===== src/rtl/vga_timing_gen.sv =====
// 640x480 raster timing: pixel-rate divider, H/V counters, registered sync/blank decode.
// Defining VGA_SYNC_DELAY_EN delays HS/VS/BLANK_N/frame_clk by one pixel period.
module vga_timing_gen #(
    parameter int H_VISIBLE = 640,
    parameter int H_FRONT   = 16,
    parameter int H_SYNC    = 96,
    parameter int H_BACK    = 48,
    parameter int V_VISIBLE = 480,
    parameter int V_FRONT   = 10,
    parameter int V_SYNC    = 2,
    parameter int V_BACK    = 33,
    parameter int CLK_DIV   = 2
) (
    input  logic       Clk,
    input  logic       Reset,
    output logic       pixel_en,
    output logic       VGA_CLK,
    output logic [9:0] DrawX,
    output logic [9:0] DrawY,
    output logic       VGA_HS,
    output logic       VGA_VS,
    output logic       VGA_BLANK_N,
    output logic       VGA_SYNC_N,
    output logic       frame_clk,
    output logic       line_start,
    output logic       frame_start
);
    localparam int H_TOTAL = H_VISIBLE + H_FRONT + H_SYNC + H_BACK;
    localparam int V_TOTAL = V_VISIBLE + V_FRONT + V_SYNC + V_BACK;
    localparam int DIV_W   = $clog2(CLK_DIV);

    localparam logic [DIV_W-1:0] DIV_LAST = DIV_W'(CLK_DIV - 1);
    localparam logic [DIV_W-1:0] DIV_HALF = DIV_W'(CLK_DIV / 2);
    localparam logic [9:0] X_LAST   = 10'(H_TOTAL - 1);
    localparam logic [9:0] Y_LAST   = 10'(V_TOTAL - 1);
    localparam logic [9:0] X_VIS    = 10'(H_VISIBLE);
    localparam logic [9:0] Y_VIS    = 10'(V_VISIBLE);
    localparam logic [9:0] HS_START = 10'(H_VISIBLE + H_FRONT);
    localparam logic [9:0] HS_END   = 10'(H_VISIBLE + H_FRONT + H_SYNC);
    localparam logic [9:0] VS_START = 10'(V_VISIBLE + V_FRONT);
    localparam logic [9:0] VS_END   = 10'(V_VISIBLE + V_FRONT + V_SYNC);

    logic [DIV_W-1:0] div;
    logic [9:0]       x_next, y_next;
    logic             x_wrap, y_wrap;
    logic             hs_next, vs_next, blank_n_next;
    logic             hs_q, vs_q, blank_n_q;

    always_ff @(posedge Clk or negedge Reset) begin
        if (!Reset) begin
            div      <= '0;
            pixel_en <= 1'b0;
            VGA_CLK  <= 1'b0;
        end else begin
            div      <= (div == DIV_LAST) ? '0 : div + 1'b1;
            pixel_en <= (div == DIV_LAST);
            VGA_CLK  <= (div >= DIV_HALF);
        end
    end

    always_comb begin
        x_wrap = (DrawX == X_LAST);
        y_wrap = (DrawY == Y_LAST);
        x_next = DrawX;
        y_next = DrawY;
        if (pixel_en) begin
            x_next = x_wrap ? '0 : DrawX + 10'd1;
            if (x_wrap)
                y_next = y_wrap ? '0 : DrawY + 10'd1;
        end
    end

    // Decode from the next coordinates so the registered syncs change on the same edge as DrawX/DrawY.
    assign hs_next      = !((x_next >= HS_START) && (x_next < HS_END));
    assign vs_next      = !((y_next >= VS_START) && (y_next < VS_END));
    assign blank_n_next = (x_next < X_VIS) && (y_next < Y_VIS);

    always_ff @(posedge Clk or negedge Reset) begin
        if (!Reset) begin
            DrawX       <= '0;
            DrawY       <= '0;
            hs_q        <= 1'b1;
            vs_q        <= 1'b1;
            blank_n_q   <= 1'b0;
            line_start  <= 1'b0;
            frame_start <= 1'b0;
        end else begin
            DrawX       <= x_next;
            DrawY       <= y_next;
            hs_q        <= hs_next;
            vs_q        <= vs_next;
            blank_n_q   <= blank_n_next;
            line_start  <= pixel_en && x_wrap;
            frame_start <= pixel_en && x_wrap && y_wrap;
        end
    end

`ifdef VGA_SYNC_DELAY_EN
    logic hs_d, vs_d, blank_n_d;

    // Captures the decode of the pixel being left, i.e. one pixel behind the counters.
    always_ff @(posedge Clk or negedge Reset) begin
        if (!Reset) begin
            hs_d      <= 1'b1;
            vs_d      <= 1'b1;
            blank_n_d <= 1'b0;
        end else if (pixel_en) begin
            hs_d      <= hs_q;
            vs_d      <= vs_q;
            blank_n_d <= blank_n_q;
        end
    end

    assign VGA_HS      = hs_d;
    assign VGA_VS      = vs_d;
    assign VGA_BLANK_N = blank_n_d;
`else
    assign VGA_HS      = hs_q;
    assign VGA_VS      = vs_q;
    assign VGA_BLANK_N = blank_n_q;
`endif

    assign frame_clk  = VGA_VS;
    assign VGA_SYNC_N = 1'b0;
endmodule


===== config.mk =====
export PLATFORM = sky130hd
export DESIGN_NAME = vga_timing_gen
export DESIGN_NICKNAME = d
export VERILOG_FILES = /design/src/rtl/vga_timing_gen.sv
export SDC_FILE = /design/constraint.sdc
export NUM_CORES = 1
export LEC_CHECK = 0
export CORE_MARGIN = 2
export CORE_UTILIZATION = 53
export CTS_CLUSTER_DIAMETER = 30
export CTS_CLUSTER_SIZE = 8
export DETAILED_ROUTE_END_ITERATION = 10
export PLACE_DENSITY = 0.9
export SLEW_MARGIN = 20
export SYNTH_ARGS = -nofsm -noshare
export SYNTH_HDL_FRONTEND = slang
export SYNTH_SLANG_ARGS = --single-unit

===== constraint.sdc =====
create_clock -name Clk -period 4.4 [get_ports Clk]
set_input_delay 1.1 -clock Clk [delete_from_list [all_inputs] [get_ports Clk]]
set_output_delay 1.1 -clock Clk [all_outputs]
set_load 0.05 [all_outputs]

=== Word-level counts from Yosys, hierarchy flattened ===
Cells that the tools add are included.
W data, S select, Z words.

* Reductions and logical operators: 7
* $lt $le $gt $ge: 7
* $add $sub $neg: 3
* Muxes and demuxes: 6
* Equality and inequality tests: 2

{| class="wikitable"
|+ Operator list
! kind !! number
|-
| $mux W10 || 5
|-
| $add A10 B1 Y10 const B || 2
|-
| $eq A10 B10 Y1 const B || 2
|-
| $lt A10 B10 Y1 const B || 2
|-
| $lt A10 B9 Y1 const B || 2
|-
| $ge A10 B10 Y1 const B || 1
|-
| $ge A10 B9 Y1 const B || 1
|-
| $logic_and A1 B1 Y1 || 5
|-
| $logic_not A1 Y1 || 2
|-
| $add A1 B1 Y1 const B || 1
|-
| $ge A1 B1 Y1 const B || 1
|-
| $mux W1 || 1
|}

* Word-level logic and storage cells: 35
* Output and inout port bits: 29
* Bits in registers: 28

=== Depth between registers and ports, before layout ===
* Depth after elaboration: 7
* Depth in mapped cells: 9
* Mapped depth without buffers: 7

=== Worst setup path before layout ===
No wires, ideal clock.

* Path kind: reg2reg
* Start: register DrawX[0]
* End: register vs_q, in the netlist VGA_VS
* Data arrival time: 2.874 ns
* Data required time: 4.306 ns
* Period minus slack after synthesis: 2.968 ns
* Buffers on the path: 1
* Setup slack: 1.432 ns
* Library setup time: 0.094 ns
* Cell stages (with the launch flop): 8
* Cell sequence: dfrtp_1 -> ha_1 -> nand2_2 -> or4_1 -> buf_2 -> or4_4 -> a221oi_2 -> or4b_1

* Longest elaborated chain between the ends: 6

{| class="wikitable"
|+ Ends and longest elaborated chain
! what !! RTL line !! text
|-
| start, declared || 18 || <nowiki>output logic [9:0] DrawX,</nowiki>
|-
| start signal, assigned || 88 || <nowiki>DrawX <= x_next;</nowiki>
|-
| $eq A10 B10 Y1 * || 62 || <nowiki>x_wrap = (DrawX == X_LAST);</nowiki>
|-
| $mux W10 * || 68 || <nowiki>if (x_wrap)</nowiki>
|-
| $mux W10 * || 66 || <nowiki>if (pixel_en) begin</nowiki>
|-
| $ge A10 B9 Y1 or $lt A10 B9 Y1 (tied branches) || 75 || <nowiki>assign vs_next = !((y_next >= VS_START) && (y_next < VS_END));</nowiki>
|-
| $logic_and A1 B1 Y1 * || 75 ||
|-
| $logic_not A1 Y1 * || 75 ||
|-
| net vs_next || 46 || <nowiki>logic hs_next, vs_next, blank_n_next;</nowiki>
|-
| end signal, assigned || 91 || <nowiki>vs_q <= vs_next;</nowiki>
|-
| end, declared || 47 || <nowiki>logic hs_q, vs_q, blank_n_q;</nowiki>
|}

Mark *: on every way through the listed nets, which the timed path passes. The rest lies on a longest branch.

=== Worst setup path after layout ===
Same ends and word-level chain as after synthesis.

==> impl_metrics.env <==
export IMPL_status="finished, final reports clean"
export IMPL_crit_required_ns=4.67
export IMPL_reg2reg_to="VGA_VS$_DFF_PN1_"
export IMPL_grt_overflow_total=0
export IMPL_insertion_delay_ns=0.33
export IMPL_slew_headroom_pct=50.2
export IMPL_final_layout_size_suffix_gt1_share_pct=8.88
export IMPL_ir_drop_uv=202
export IMPL_synth_area_top_cells="dfrtp_1 45%, dfstp_2 3.8%, xor2_1 3.8%"
export IMPL_top_layer_used="met4"
export IMPL_synthXorXnorAreaFrac_pct=6.91
export IMPL_cts_hold_fix_buffers=0
export IMPL_internal_power_mw=0.285
export IMPL_synth_edf_count=0
export IMPL_cts_path_max_buffers=2
export IMPL_fmax_ghz=0.336
export IMPL_finalCritPeriodShare_pct=67.7
export IMPL_async_flop_share_pct=100
export IMPL_avgRoutedWirePerCell_um=14.9
export IMPL_num_nets_final=175
export IMPL_synth_simple_area_share_pct=22.9
export IMPL_path_max_fanout=15
export IMPL_p_comb_share_pct=2.2
export IMPL_fin_skew_ns=0.00397
export IMPL_worstHoldStart="div$_DFF_PN0_"
export IMPL_coreArea_mm2=0.00248
export IMPL_r2r_start="DrawX[0]$_DFF_PN0_"
export IMPL_dieArea_mm2=0.00306
export IMPL_endpoint_kind="flop"
export IMPL_rsz0062_at_grt="no"
export IMPL_powerDensity_mw_per_mm2=214
export IMPL_drt_total_wl_um=2960
export IMPL_period_needed_ns=2.98
export IMPL_drc=0
export IMPL_grt_pass1_vias=1143
export IMPL_cap_violations=0
export IMPL_ys_warn_count=0
export IMPL_numCtsBuffers=3
export IMPL_routed_wl_met3_um=133
export IMPL_worstHoldPathCells=0
export IMPL_syn_area_mm2=0.00139
export IMPL_startpoint_type="flop"
export IMPL_die_w_um=55.3
export IMPL_synth_mux_area_share_pct=3.05
export IMPL_yosysSeqAreaShare_pct=48.7
export IMPL_cp_arrival_ns=3.25
export IMPL_drt_pass1_iterations=4
export IMPL_timing_hold_ws_ns=0.402
export IMPL_cts_root_buffer="clkbuf_4"
export IMPL_htree_levels=1
export IMPL_hold_viol_final=0
export IMPL_initial_core_util_pct=56.3
export IMPL_path_class="flop to flop"
export IMPL_pin_count=31
export IMPL_grt_max_degree=28
export IMPL_cellLeakagePower_nw=0.727
export IMPL_post_cts_buffers=0
export IMPL_hold_path_class="flop to flop"
export IMPL_vias_per_cell=5.91
export IMPL_avgSynthCellArea_um2=9.75
export IMPL_synth_flop_cell="dfrtp_1"
export IMPL_finalSetupViolations=0
export IMPL_ff2ff_setup_slack_ns=1.42
export IMPL_drt_first_iter_violations=25
export IMPL_clk_pin_slew_worst_paths_ns=0.15
export IMPL_wl_met1_um=1310
export IMPL_drv_slew=0
export IMPL_rows=18
export IMPL_clock_sinks=27
export IMPL_grt_pass1_wl_um=5050
export IMPL_switching_power_mw=0.0824
export IMPL_wl_met2_um=1470
export IMPL_antenna_cells=0
export IMPL_pwr_share_clk_pct=30.1
export IMPL_die_h_um=55.3
export IMPL_ys_types=42
export IMPL_dpl_hpwl_um=2170
export IMPL_cts_tree="built"
export IMPL_syn_instance_count=143
export IMPL_ant_nets=0
export IMPL_tightest_slew_ns=0.741
export IMPL_synth_compound_area_share_pct=10.2
export IMPL_syn_nets=148
export IMPL_synth_top_area_share_pct=44.9
export IMPL_grt_use_total_pct=20.4
export IMPL_swShare_pct=22.5
export IMPL_via_count=1176
export IMPL_yosysTopAreaCell="dfrtp_1"
export IMPL_synth_adder_area_share_pct=2.69
export IMPL_cts_resized_gates=0
export IMPL_seq_power_share_pct=67.7
export IMPL_syn2layout_area_growth_pct=23.0
export IMPL_setup_tns_ns=0
export IMPL_gp_congestion=0.895
export IMPL_antenna_found_initial=0
export IMPL_reg2regPathDepth=6
export IMPL_synth_top_family_by_area="simple AND/OR/NAND/NOR gates"
export IMPL_ys_seq_elements=27
export IMPL_io_buffers=29
export IMPL_holdPathEnd="VGA_CLK$_DFF_PN0_"
==> synthesized netlist by cell type, types with 2 or more instances <==
master,n
a211oi_1,2
a21oi_1,3
and3_1,3
and4_1,2
buf_2,2
buf_4,3
clkbuf_1,4
dfrtp_1,25
dfstp_2,2
ha_1,3
inv_1,6
mux2_2,2
mux2i_1,2
nand2_1,12
nand3_1,8
nand4_1,4
nor2_1,12
nor3_1,7
o21ai_0,8
or3_1,2
xnor2_1,5
xor2_1,6
==> cells in the final DEF, fill, tap and decap left out, drive strengths merged, types with 4 or more instances in the layout <==
cell type | Yosys | routed
nor2 | 12 | 12
dfrtp | 25 | 25
nor3 | 7 | 7
inv | 7 | 7
clkdlybuf4s50 | 0 | 28
nand2 | 13 | 13
nand3 | 8 | 8
nand4 | 4 | 4
xor2 | 6 | 6
xnor2 | 5 | 5
o21ai | 8 | 8
==> critical path, cell delays in order (launching register included) <==
cell	delay, ns
dfrtp_1	0.45
ha_1	0.21
nand2_2	0.10
or4_1	0.79
or4_4	0.58
a221oi_2	0.32
or4b_1	0.47
==> metal layers <==
layer / GRT usage (%) / vias up
met2: 33.0 / 39
met1: 27.1 / 576
met5: 0 / -
met3: 3.04 / 5
met4: 9.06 / 0
li1: - / 556
==> power groups by stage <==
stage | combinational (mW) | clock [mW] | sequential (mW)
CTS | 0.00847 | 0.117 | 0.248
global placement | 0.00881 | 0 | 0.253
detailed placement | 0.00853 | 0 | 0.253
finish | 0.00815 | 0.110 | 0.248
global route | 0.00937 | 0.125 | 0.248
floorplan | 0.00254 | 0 | 0.253
==> cells by family (layout without fill, tap and decap cells) <==
logic type	after synthesis	in the layout
compound gates	21	21
xor+xnor	11	11
other cells	1	1
simple gates	60	60
flops	27	27
fa+ha+maj	3	3
mux	4	4
buf+inv	16	42
==> worst max-delay path by stage <==
stage | start | slack, ns | endpoint | cells past startpoint
6_report | DrawX[0]$_DFF_PN0_ | 1.42 | VGA_VS$_DFF_PN1_ | 6
5_1_grt | DrawX[0]$_DFF_PN0_ | 1.26 | VGA_VS$_DFF_PN1_ | 6
4_1_cts | DrawX[0]$_DFF_PN0_ | 1.41 | VGA_VS$_DFF_PN1_ | 6
3_5_place_dp | DrawX[0]$_DFF_PN0_ | 1.43 | VGA_VS$_DFF_PN1_ | 6
3_3_place_gp | DrawX[0]$_DFF_PN0_ | 1.56 | VGA_VS$_DFF_PN1_ | 6
2_1_floorplan | DrawX[0]$_DFF_PN0_ | 1.43 | VGA_VS$_DFF_PN1_ | 7
==> layout make-up <==
cell class	instances	area, um2
Fill cell	211	763
Sequential cell	27	678
Multi-Input combinational cell	100	642
Timing Repair Buffer	31	300
Tap cell	30	37.5
Inverter	7	26.3
Clock buffer	3	22.5
Clock inverter	1	7.51
==> flip-flops by register name, indices dropped and copies added (netlist names) <==
| register | count |
|---|---|
| DrawX | 10 |
| DrawY | 10 |
| VGA_BLANK_N | 1 |
| VGA_CLK | 1 |
| VGA_HS | 1 |
| VGA_VS | 1 |
| div | 1 |
| frame_start | 1 |
| line_start | 1 |
==> stage by stage <==
stage	cell area (um2)	power, mW	setup WS (ns)	util, %	cells
4_1_cts	1710	0.374	1.41	69.2	199
3_5_place_dp	1680	0.261	1.43	68.0	195
3_3_place_gp	1690	0.262	1.56	68.2	195
2_1_floorplan	1390	0.255	1.43	-	143
5_1_grt	1710	0.383	1.26	69.2	199
6_report	1710	0.367	1.42	69.2	199
(Power assumes the default switching activity.)
